`src/rtl/macguffin_round_ctrl.sv`:
```
// MacGuffin iterative round sequencer: one round per clock, subkeys from a synchronous RAM,
// external combinational round function F, shared datapath for encrypt and decrypt.
module macguffin_round_ctrl #(
    parameter int ROUNDS = 32,
    parameter int KEY_W  = 48
) (
    input  logic             clk,
    input  logic             rst,
    input  logic             in_valid,
    output logic             in_ready,
    input  logic [63:0]      in_data,
    input  logic             in_decrypt,
    output logic [4:0]       key_addr,
    input  logic [KEY_W-1:0] key_rdata,
    output logic [15:0]      rf_a,
    output logic [15:0]      rf_b,
    output logic [15:0]      rf_c,
    output logic [KEY_W-1:0] rf_key,
    input  logic [15:0]      rf_out,
    output logic             out_valid,
    input  logic             out_ready,
    output logic [63:0]      out_data,
    output logic             busy,
    output logic [4:0]       round_idx
);

    // state  | meaning
    // IDLE   | waiting for an input block, in_ready high
    // PRIME  | first subkey address presented, block untouched
    // ROUND  | one cipher round per cycle, key_addr runs one round ahead
    // DONE   | result held on out_data until out_ready
    typedef enum logic [1:0] {
        S_IDLE,
        S_PRIME,
        S_ROUND,
        S_DONE
    } state_t;

    localparam logic [4:0] LAST_IDX = 5'(ROUNDS - 1);
    localparam logic [4:0] STEP_LIM = 5'(ROUNDS - 2);

    state_t      state, state_nxt;
    logic [63:0] blk, blk_nxt;
    logic        mode, mode_nxt;
    logic [4:0]  ridx_nxt;
    logic [4:0]  kaddr_nxt;
    logic [4:0]  kaddr_step;
    logic [15:0] x0, x1, x2, x3;

    assign x0 = blk[63:48];
    assign x1 = blk[47:32];
    assign x2 = blk[31:16];
    assign x3 = blk[15:0];

    // Decrypt walks the key schedule backwards and feeds F from the leading three words.
    assign kaddr_step = mode ? (key_addr - 5'd1) : (key_addr + 5'd1);
    assign rf_a       = mode ? x0 : x1;
    assign rf_b       = mode ? x1 : x2;
    assign rf_c       = mode ? x2 : x3;
    assign rf_key     = key_rdata;
    assign out_data   = blk;

    always_ff @(posedge clk or posedge rst) begin
        if (rst) begin
            state     <= S_IDLE;
            blk       <= '0;
            mode      <= 1'b0;
            round_idx <= '0;
            key_addr  <= '0;
        end else begin
            state     <= state_nxt;
            blk       <= blk_nxt;
            mode      <= mode_nxt;
            round_idx <= ridx_nxt;
            key_addr  <= kaddr_nxt;
        end
    end

    always_comb begin
        state_nxt = state;
        blk_nxt   = blk;
        mode_nxt  = mode;
        ridx_nxt  = round_idx;
        kaddr_nxt = key_addr;
        in_ready  = 1'b0;
        out_valid = 1'b0;
        busy      = 1'b0;
        case (state)
            S_IDLE: begin
                in_ready = 1'b1;
                if (in_valid) begin
                    blk_nxt   = in_data;
                    mode_nxt  = in_decrypt;
                    ridx_nxt  = '0;
                    kaddr_nxt = in_decrypt ? LAST_IDX : 5'd0;
                    state_nxt = S_PRIME;
                end
            end
            S_PRIME: begin
                busy      = 1'b1;
                kaddr_nxt = kaddr_step;
                state_nxt = S_ROUND;
            end
            S_ROUND: begin
                busy     = 1'b1;
                blk_nxt  = mode ? {x3 ^ rf_out, x0, x1, x2} : {x1, x2, x3, x0 ^ rf_out};
                ridx_nxt = round_idx + 5'd1;
                // The address for the final round is already out; hold it there.
                if (round_idx < STEP_LIM)
                    kaddr_nxt = kaddr_step;
                if (round_idx == LAST_IDX)
                    state_nxt = S_DONE;
            end
            S_DONE: begin
                out_valid = 1'b1;
                if (out_ready)
                    state_nxt = S_IDLE;
            end
            default: state_nxt = S_IDLE;
        endcase
    end

endmodule

```
`config.mk`:
```
export PLATFORM = sky130hd
export DESIGN_NAME = macguffin_round_ctrl
export DESIGN_NICKNAME = d
export VERILOG_FILES = /design/src/rtl/macguffin_round_ctrl.sv
export SDC_FILE = /design/constraint.sdc
export NUM_CORES = 1
export LEC_CHECK = 0
export ABC_CLOCK_PERIOD_IN_PS = 4900
export CORE_AREA = 10 10 125 127
export DETAILED_ROUTE_END_ITERATION = 10
export DIE_AREA = 0 0 135 137
export PLACE_DENSITY_LB_ADDON = 0.08
export SLEW_MARGIN = 30
export SYNTH_ARGS = -nofsm -noshare
export SYNTH_HDL_FRONTEND = slang
export SYNTH_SLANG_ARGS = --single-unit
```
`constraint.sdc`:
```
create_clock -name clk -period 4.9 [get_ports clk]
set_input_delay 1.225 -clock clk [delete_from_list [all_inputs] [get_ports clk]]
set_output_delay 1.225 -clock clk [all_outputs]
set_load 0.005 [all_outputs]
```
==> summary by stage, run 1 <==
Outcome
The flow ran to the end, and the final reports show no timing, DRC or antenna violations.

STA
The final-report hold violation count is 0. The max-slew violation total from the final report is 0. The post-route clock period utilization is 77.7%.

The transition time at the pin with the least slew margin is 0.817 ns. The worst slew margin relative to its limit is around 46%. Based on the critical path, the design can be clocked at up to approximately 260 MHz. The worst setup margin is 1.09 ns. The final setup TNS is 0 ns. The number of endpoints failing setup at the final stage is 0. Setup repair after global routing left no endpoint under its margin. Counting I/O delays and the setup requirement, the final critical path takes 3.81 ns. Clock skew on the completed layout was measured at 0.00769 ns.

Route
The number of antenna-violating nets in the routed design is 0. The DRC violation count after routing is 0. In the routed layout, each cell is associated on average with a via count of 5.31. In the final routed layout, each cell accounts on average for approximately 18 um. The overall routed net length is between 15000 and 20000 um. For this block, the initial DRC count from the detailed router was 257. The first detailed-routing pass ran for 4 iterations. The routed layout has 5179 vias.

Floorplanning
The effective utilization at floorplan is 42.3%. The area enclosed by the die boundary is ~18000 sq um. The horizontal extent of the die is approximately 140 um. In this run the count of I/O pins placed on the die edge is 306. The number of core rows is between 40 and 50. The core region is around 13000 sq um. The floorplan step set the die height to about 140 um.

GRT
The global-route wire length before repair is 28700 um. The initial antenna violation count is 0. The number of global-route vias before repair is 5259. For this run the aggregate overflow at the end of global routing stands at 0.

For this run, the total global-route usage over all layers was measured as 19.2%. Entering global routing, the biggest net connects 84 pins.

Worst setup path
Together, buffers and inverters on the worst path number 3. Walking the worst path, the cells encountered are buf_12, buf_4, mux2_2, clkdlybuf4s50_1. STA classifies the critical path endpoint as an output port.

The slowest stage of the critical path is the sky130_fd_sc_hd__dfrtp_4 cell. The biggest cell delay along the critical path is 0.76 ns. Data on the critical path arrives at its endpoint at 2.58 ns.

The count of cells along the worst register-to-register path is 7. The type of element launching the critical path is a register. The family with the most delay on the worst path is buffers and inverters. STA puts the critical path data required time at 3.67 ns.

The maximum fanout encountered on the critical timing path is 44. By startpoint and endpoint, the worst setup path is classified as register to output port. The total stage count of the critical path is 4.

CTS
The number of buffers inserted during clock tree synthesis is 9. The maximum clock insertion buffer count is 2. The number of gates resized after cts is 0. The number of buffers inserted by hold repair at cts is 0. For this design, the sink count on the clock tree is 77. The later pin in the worst-skew pair is clocked with a latency of 0.34 ns. In this run the number of H-tree levels came out at 3. The post-CTS setup-driven buffer insertion count is 0. The cell sitting at the root of the clock tree is a sky130_fd_sc_hd__clkbuf_16. TritonCTS built the clock tree. The clock-pin slew of the registers on the worst-case setup and hold paths is 0.06 ns.

Layout
The post-route netlist has 8.14% of its cells at a drive strength greater than 1. Leaving out fill and tap cells, the most frequent cells in the layout are 209 x sky130_fd_sc_hd__clkdlybuf4s50_1, 121 x sky130_fd_sc_hd__nand2_1, 76 x sky130_fd_sc_hd__dfrtp_1. Leaving out fill and tap cells, the most frequent cell in the layout is sky130_fd_sc_hd__clkdlybuf4s50_1. The total area of multi-input combinational cells is a little under 3000 sq um. The area growth from synthesis to layout is 38.9%. For this run, the post-layout net count is between 900 and 1000. Fill cells in the final layout number 1171. Registers take 1930 sq um.

Synth
Yosys attributes the largest share of cell area to sky130_fd_sc_hd__dfrtp_1 35%, sky130_fd_sc_hd__nand2_1 8.2%, sky130_fd_sc_hd__buf_4 6.8%, sky130_fd_sc_hd__mux2_2 6.7%, sky130_fd_sc_hd__mux2i_1 6.1%. The proportion of netlist area held by the largest area contributor is between 30% and 40%. After synthesis the cells add up to approximately 5500 sq um.

Synthesis produced a netlist with a net count of 802. Sequential elements use about a third of the synthesized area. The most used flip-flop cell after synthesis is sky130_fd_sc_hd__dfrtp_1. Counting every instance in the synthesized netlist gives 659.

For this run, asynchronously set or reset flops after synthesis account for 100%. The Yosys step of the flow raised 0 warnings. The cell taking the most area after synthesis is sky130_fd_sc_hd__dfrtp_1.

The number of enable-type register cells in the synthesized netlist is 0. The synthesized design contains 77 register bits. The post-synthesis cell type count is 36.

In this run the mean area of a mapped cell was 8.41 sq um.

Place
In this run the tool buffered the top-level ports with 209 buffer cells. The global placer's final weighted congestion is ~0.84. The setup slack at placement is roughly 1.4 ns. Detailed placement finished with a half-perimeter wire length of between 10000 and 15000 um.

Pwr
In this run the static leakage power is 3.20 nW. The power density over the cells is 774 nW/um^2. The peak supply drop is 0.331 mV.

Min path
The number of cells on the worst hold path is 2. The type of the worst min-delay path is register to register.

Job
The tool flagged a number of max-cap violations equal to 0.
## Yosys cell counts, types with 3 or more instances
master,n
sky130_fd_sc_hd__nand2_1,121
sky130_fd_sc_hd__dfrtp_1,77
sky130_fd_sc_hd__a21oi_1,67
sky130_fd_sc_hd__o21ai_0,54
sky130_fd_sc_hd__buf_4,50
sky130_fd_sc_hd__nor2_1,35
sky130_fd_sc_hd__mux2i_1,34
sky130_fd_sc_hd__mux2_2,33
sky130_fd_sc_hd__o211ai_1,32
sky130_fd_sc_hd__xnor2_1,32
sky130_fd_sc_hd__buf_2,25
sky130_fd_sc_hd__inv_1,24
sky130_fd_sc_hd__a22oi_1,16
sky130_fd_sc_hd__clkbuf_1,14
sky130_fd_sc_hd__ha_1,9
sky130_fd_sc_hd__buf_6,5
sky130_fd_sc_hd__nand3_1,4
sky130_fd_sc_hd__o31ai_1,3
## per-stage QoR
step	util, %	cells	hold WS, ns	power [mW]	area (sq um)
2_1_floorplan	-	659	0.499	3.53	5540
3_3_place_gp	56.0	957	0.521	5.16	7330
3_5_place_dp	56.0	957	0.524	5.23	7330
4_1_cts	58.4	973	0.538	5.97	7640
5_1_grt	58.8	975	0.579	6.47	7690
6_report	58.8	976	0.534	5.95	7690
## worst reg2reg max path, stage by stage, from the launching register on
cell	delay [ns]
sky130_fd_sc_hd__dfrtp_1	0.40
sky130_fd_sc_hd__inv_1	0.08
sky130_fd_sc_hd__ha_2	0.44
sky130_fd_sc_hd__buf_4	0.43
sky130_fd_sc_hd__o21ai_4	0.66
sky130_fd_sc_hd__buf_4	0.53
sky130_fd_sc_hd__a21oi_1	0.10
sky130_fd_sc_hd__a22oi_1	0.21
## layer usage
layer | wire length (um) | GRT usage [%] | vias to the layer above | share of wire, %
met5 | 0 | 0 | - | 0
met4 | 277 | 6.64 | 0 | 1.5
met3 | 1850 | 8.32 | 31 | 10
met2 | 8730 | 32.4 | 159 | 49
met1 | 7140 | 21.1 | 2491 | 40
li1 | - | - | 2498 | -
## cell families after synthesis
logic type | after synthesis | synth area share (%)
buf+inv | 119 | 12.7
fa+ha+maj | 10 | 2.39
simple gates | 166 | 11.7
mux | 67 | 12.9
compound gates | 186 | 20.2
flops | 77 | 34.8
xor+xnor | 34 | 5.38
## power by group
part,switching (mW),leakage [nW],internal (mW)
Sequential,0.496,0.928,0.966
Clock,0.263,0.153,0.444
Combinational,1.72,2.12,2.06
Total,2.48,3.20,3.47
## registers in the layout (all words and copies together), names as in the netlist
register,cells
round_idx,5
key_addr,5
mode,1
state,2
out_data,64
## cell type report
| type | instances | share of cell area (%) |
|---|---|---|
| clock inverters | 5 | 0.976 |
| inverters | 24 | 1.19 |
| repair buffers | 219 | 28.8 |
| multi-input cells | 463 | 38.1 |
| well taps | 176 | 2.86 |
| flip-flops and latches | 77 | 25.1 |
| diodes | 1 | 0.0325 |
| clock buffers | 11 | 3.03 |
## path summary, 6_finish.rpt
check / startpoint / to / slack [ns]
setup / recovery: mode / rf_a[10] / 1.09
hold / removal: key_addr[2] / key_addr[2] / 0.53
setup reg to reg: state[0] / out_data[11] / 1.96
hold reg to reg: key_addr[2] / key_addr[2] / 0.53
max in group asynchronous: rst / mode / 2.91
min in group asynchronous: rst / out_data[52] / 1.23
(Power assumes the default switching activity.)
==> run 2, diff against run 1 <==
--- a/config.mk
+++ b/config.mk
@@ -5,10 +5,10 @@
 export SDC_FILE = /design/constraint.sdc
 export NUM_CORES = 1
 export LEC_CHECK = 0
-export ABC_CLOCK_PERIOD_IN_PS = 4900
-export CORE_AREA = 10 10 125 127
+export ABC_CLOCK_PERIOD_IN_PS = 3300
+export CORE_AREA = 10 10 136 138
 export DETAILED_ROUTE_END_ITERATION = 10
-export DIE_AREA = 0 0 135 137
+export DIE_AREA = 0 0 146 148
 export PLACE_DENSITY_LB_ADDON = 0.08
 export SLEW_MARGIN = 30
 export SYNTH_ARGS = -nofsm -noshare
==> constraint.sdc (replaced) <==
create_clock -name clk -period 3.3 [get_ports clk]
set_input_delay 0.825 -clock clk [delete_from_list [all_inputs] [get_ports clk]]
set_output_delay 0.825 -clock clk [all_outputs]
set_load 0.005 [all_outputs]
==> run 2 against run 1 <==
Effect of this change:
- combinational power grew 51%
- largest cell class unchanged
- global-route usage shrank 2.3 points
- clock-buffer cell count up 1
- hold slack gained 0.011 ns
==> summary by stage, run 2 (same netlist as run 1, synthesis figures left out) <==
GRT
The met1 track demand over resource in global routing is 19.2% (-1.9 points). The met2 usage came to 27.9% (-4.6 points). The pin count of the biggest net entering global routing is 47 (-44%). The most heavily used metal layer in global routing is met2. The global-route wire length before repair is 29900 um (+4.1%). The all-layer global routing usage is 16.9% (-2.3 points). The fraction of met3 tracks used by global routing came to 7.51% (-0.81 points). The initial antenna violation count is 1 (+1).

The leftover overflow at the end of global routing is 0 (unchanged). The number of global-route vias before repair is 5363 (+2.0%).

Floorplanning
The area enclosed by the die boundary was 21600 sq um (+17%). The effective utilization at floorplan is 35.3% (-7.1 points). The placeable core area came to 15700 sq um (+20%).

The horizontal extent of the die is 146 um (+8.1%). The number of core rows is 46 (+9.5%). The I/O pin total is 306 (unchanged). The vertical die dimension was 148 um (+8.0%).

Place
The half-perimeter wire length after detailed placement is 13600 um (+4.5%). The number of port buffers is 209 (unchanged). The placed instance count was 999 (+4.4%). The global placer's final weighted congestion is 0.829 (-1.3%).

STA
The smallest clock period supported by the final layout is computed as 3.08 ns. Of the available clock period, the critical path in the final layout requires 93.4%. The transition time at the pin with the least slew margin came to 0.792 ns (-0.0248 ns). The number of endpoints failing setup at the final stage is 0 (unchanged). The max-slew violation total from the final report is 0 (unchanged). The worst-case clock skew came to 0.00562 ns (-0.00207 ns). Setup repair after global routing left no endpoint under its margin. The final-report hold violation count was 0 (unchanged). The highest achievable clock rate is about 320 MHz. The worst slew margin relative to its limit is 47.0% (+1.5 points).

The final setup TNS came to 0 ns (unchanged).

CTS
The maximum clock insertion buffer count is 2 (unchanged). The clock-pin slew of the registers on the worst-case setup and hold paths is 0.06 ns (about the same). The maximum level of the CTS H-tree is 3 (unchanged). The count of clock tree sinks is 77 (unchanged). In this run the clock root is driven by a sky130_fd_sc_hd__clkbuf_16. The number of gates resized after cts came to 0 (unchanged). The CTS tree is yes. The number of buffers inserted during clock tree synthesis is 9 (unchanged). The post-CTS setup-driven buffer insertion count is 0 (unchanged). The clock latency on the worst-skew pair is 0.34 ns (about the same). The number of buffers inserted by hold repair at cts is 0 (unchanged).

Route
The DRC violation count after routing was 0 (unchanged). The overall routed net length was 18700 um (+3.7%). The overall via count from detail_route is 5162 (-0.33%). The number of antenna-violating nets in the routed design is 0 (unchanged).

The detailed router's first-iteration violation count came to 197 (-23%). The routed wirelength normalized by instance count is 18.4 um (-0.30%). The count of TritonRoute iterations in the first routing pass is 4 (unchanged).

The via density per instance is 5.09 (-4.2%).

Layout
The number of nets in the layout is 937 (unchanged). In the layout the commonest cells are 209 x sky130_fd_sc_hd__clkdlybuf4s50_1, 121 x sky130_fd_sc_hd__nand2_1, 76 x sky130_fd_sc_hd__dfrtp_1. The flip-flop count of the largest register after layout is 64 (unchanged).

The share of cells above drive strength 1 was 7.89% (-0.24 points). The most common cell after layout, fill and taps aside is sky130_fd_sc_hd__clkdlybuf4s50_1. The growth of design area from synthesis to finish is 39.5%. The final cell count without fillers is 1015 (+4.0%).

The filler cell count is 1507 (+29%).

Pwr
The peak supply drop was 0.469 mV (+42%). The leakage power total is 3.19 nW (-0.35%). The power density over the cells was 1130 nW/um^2 (+46%).

Outcome
The flow ran to the end, and the final reports show no timing, DRC or antenna violations.

Worst setup path
The critical path arrival is 2.26 ns (-0.32 ns). The worst setup path is launched from a register. The maximum fanout encountered on the critical timing path came to 46 (+4.5%). The worst path required time is 2.47 ns (-1.20 ns). The critical path start-end classification is register to output port.

STA classifies the critical path endpoint as an output port.

Min path
The path class of the tightest hold or removal check is register to register.

Job
The number of maximum-capacitance constraint violations is 0 (unchanged).
==> run 2: area by class of cell <==
cell class              instances  area (sq um)  area share, %
inverters                      24          91.3           1.18
clock inverters                 3          15.0          0.194
flip-flops and latches         77          1930           25.0
clock buffers                  12           236           3.06
repair buffers                219          2250           29.2
diodes                          1          2.50         0.0324
multi-input cells             463          2930           37.9
well taps                     216           270           3.50
==> run 2: worst paths after layout <==
check | from | to | slack [ns] | depth (start not counted)
min in group asynchronous | rst | out_data[51] | 0.90 | 2
hold / removal | key_addr[2] | key_addr[2] | 0.55 | 2
setup / recovery | mode | rf_a[13] | 0.22 | 3
hold reg to reg | key_addr[2] | key_addr[2] | 0.55 | 2
max in group asynchronous | rst | mode | 1.70 | 3
setup reg to reg | state[0] | out_data[1] | 1.00 | 7
==> run 2: power breakdown <==
part / total [mW] / switching (mW) / internal [mW]
combinational: 5.69 / 2.58 / 3.11
clock: 0.894 / 0.392 / 0.502
sequential: 2.17 / 0.737 / 1.43
==> run 2: critical path: stages, from the launching register on <==
cell	delay [ns]
sky130_fd_sc_hd__dfrtp_4	0.77
sky130_fd_sc_hd__buf_12	0.29
sky130_fd_sc_hd__mux2_2	0.37
sky130_fd_sc_hd__clkdlybuf4s50_1	0.46
==> run 2: stage by stage <==
stage	setup slack, ns	power (mW)	hold WS, ns	area (sq um)	util, %
finish	0.219	8.76	0.545	7730	49.2
global route	0.115	9.59	0.601	7720	49.2
CTS	0.220	8.89	0.552	7720	49.2
detailed placement	0.607	7.95	0.539	7470	47.6
global placement	0.595	7.85	0.518	7470	47.6
floorplan	0.508	5.24	0.499	5540	-
==> run 2: layer usage <==
metal,share of wire (%),wire [um],vias to the layer above
li1,-,-,2488
met1,41,7630,2423
met2,47,8810,220
met3,10,1880,31
met4,1.8,332,0
met5,0,0,-
==> run 3, diff against run 2 <==
--- a/config.mk
+++ b/config.mk
@@ -9,6 +9,7 @@
 export CORE_AREA = 10 10 136 138
 export DETAILED_ROUTE_END_ITERATION = 10
 export DIE_AREA = 0 0 146 148
+export HOLD_SLACK_MARGIN = 0.1
 export PLACE_DENSITY_LB_ADDON = 0.08
 export SLEW_MARGIN = 30
 export SYNTH_ARGS = -nofsm -noshare
==> results of run 3 <==
Final layout, timing and power as in run 2 (identical DEF).
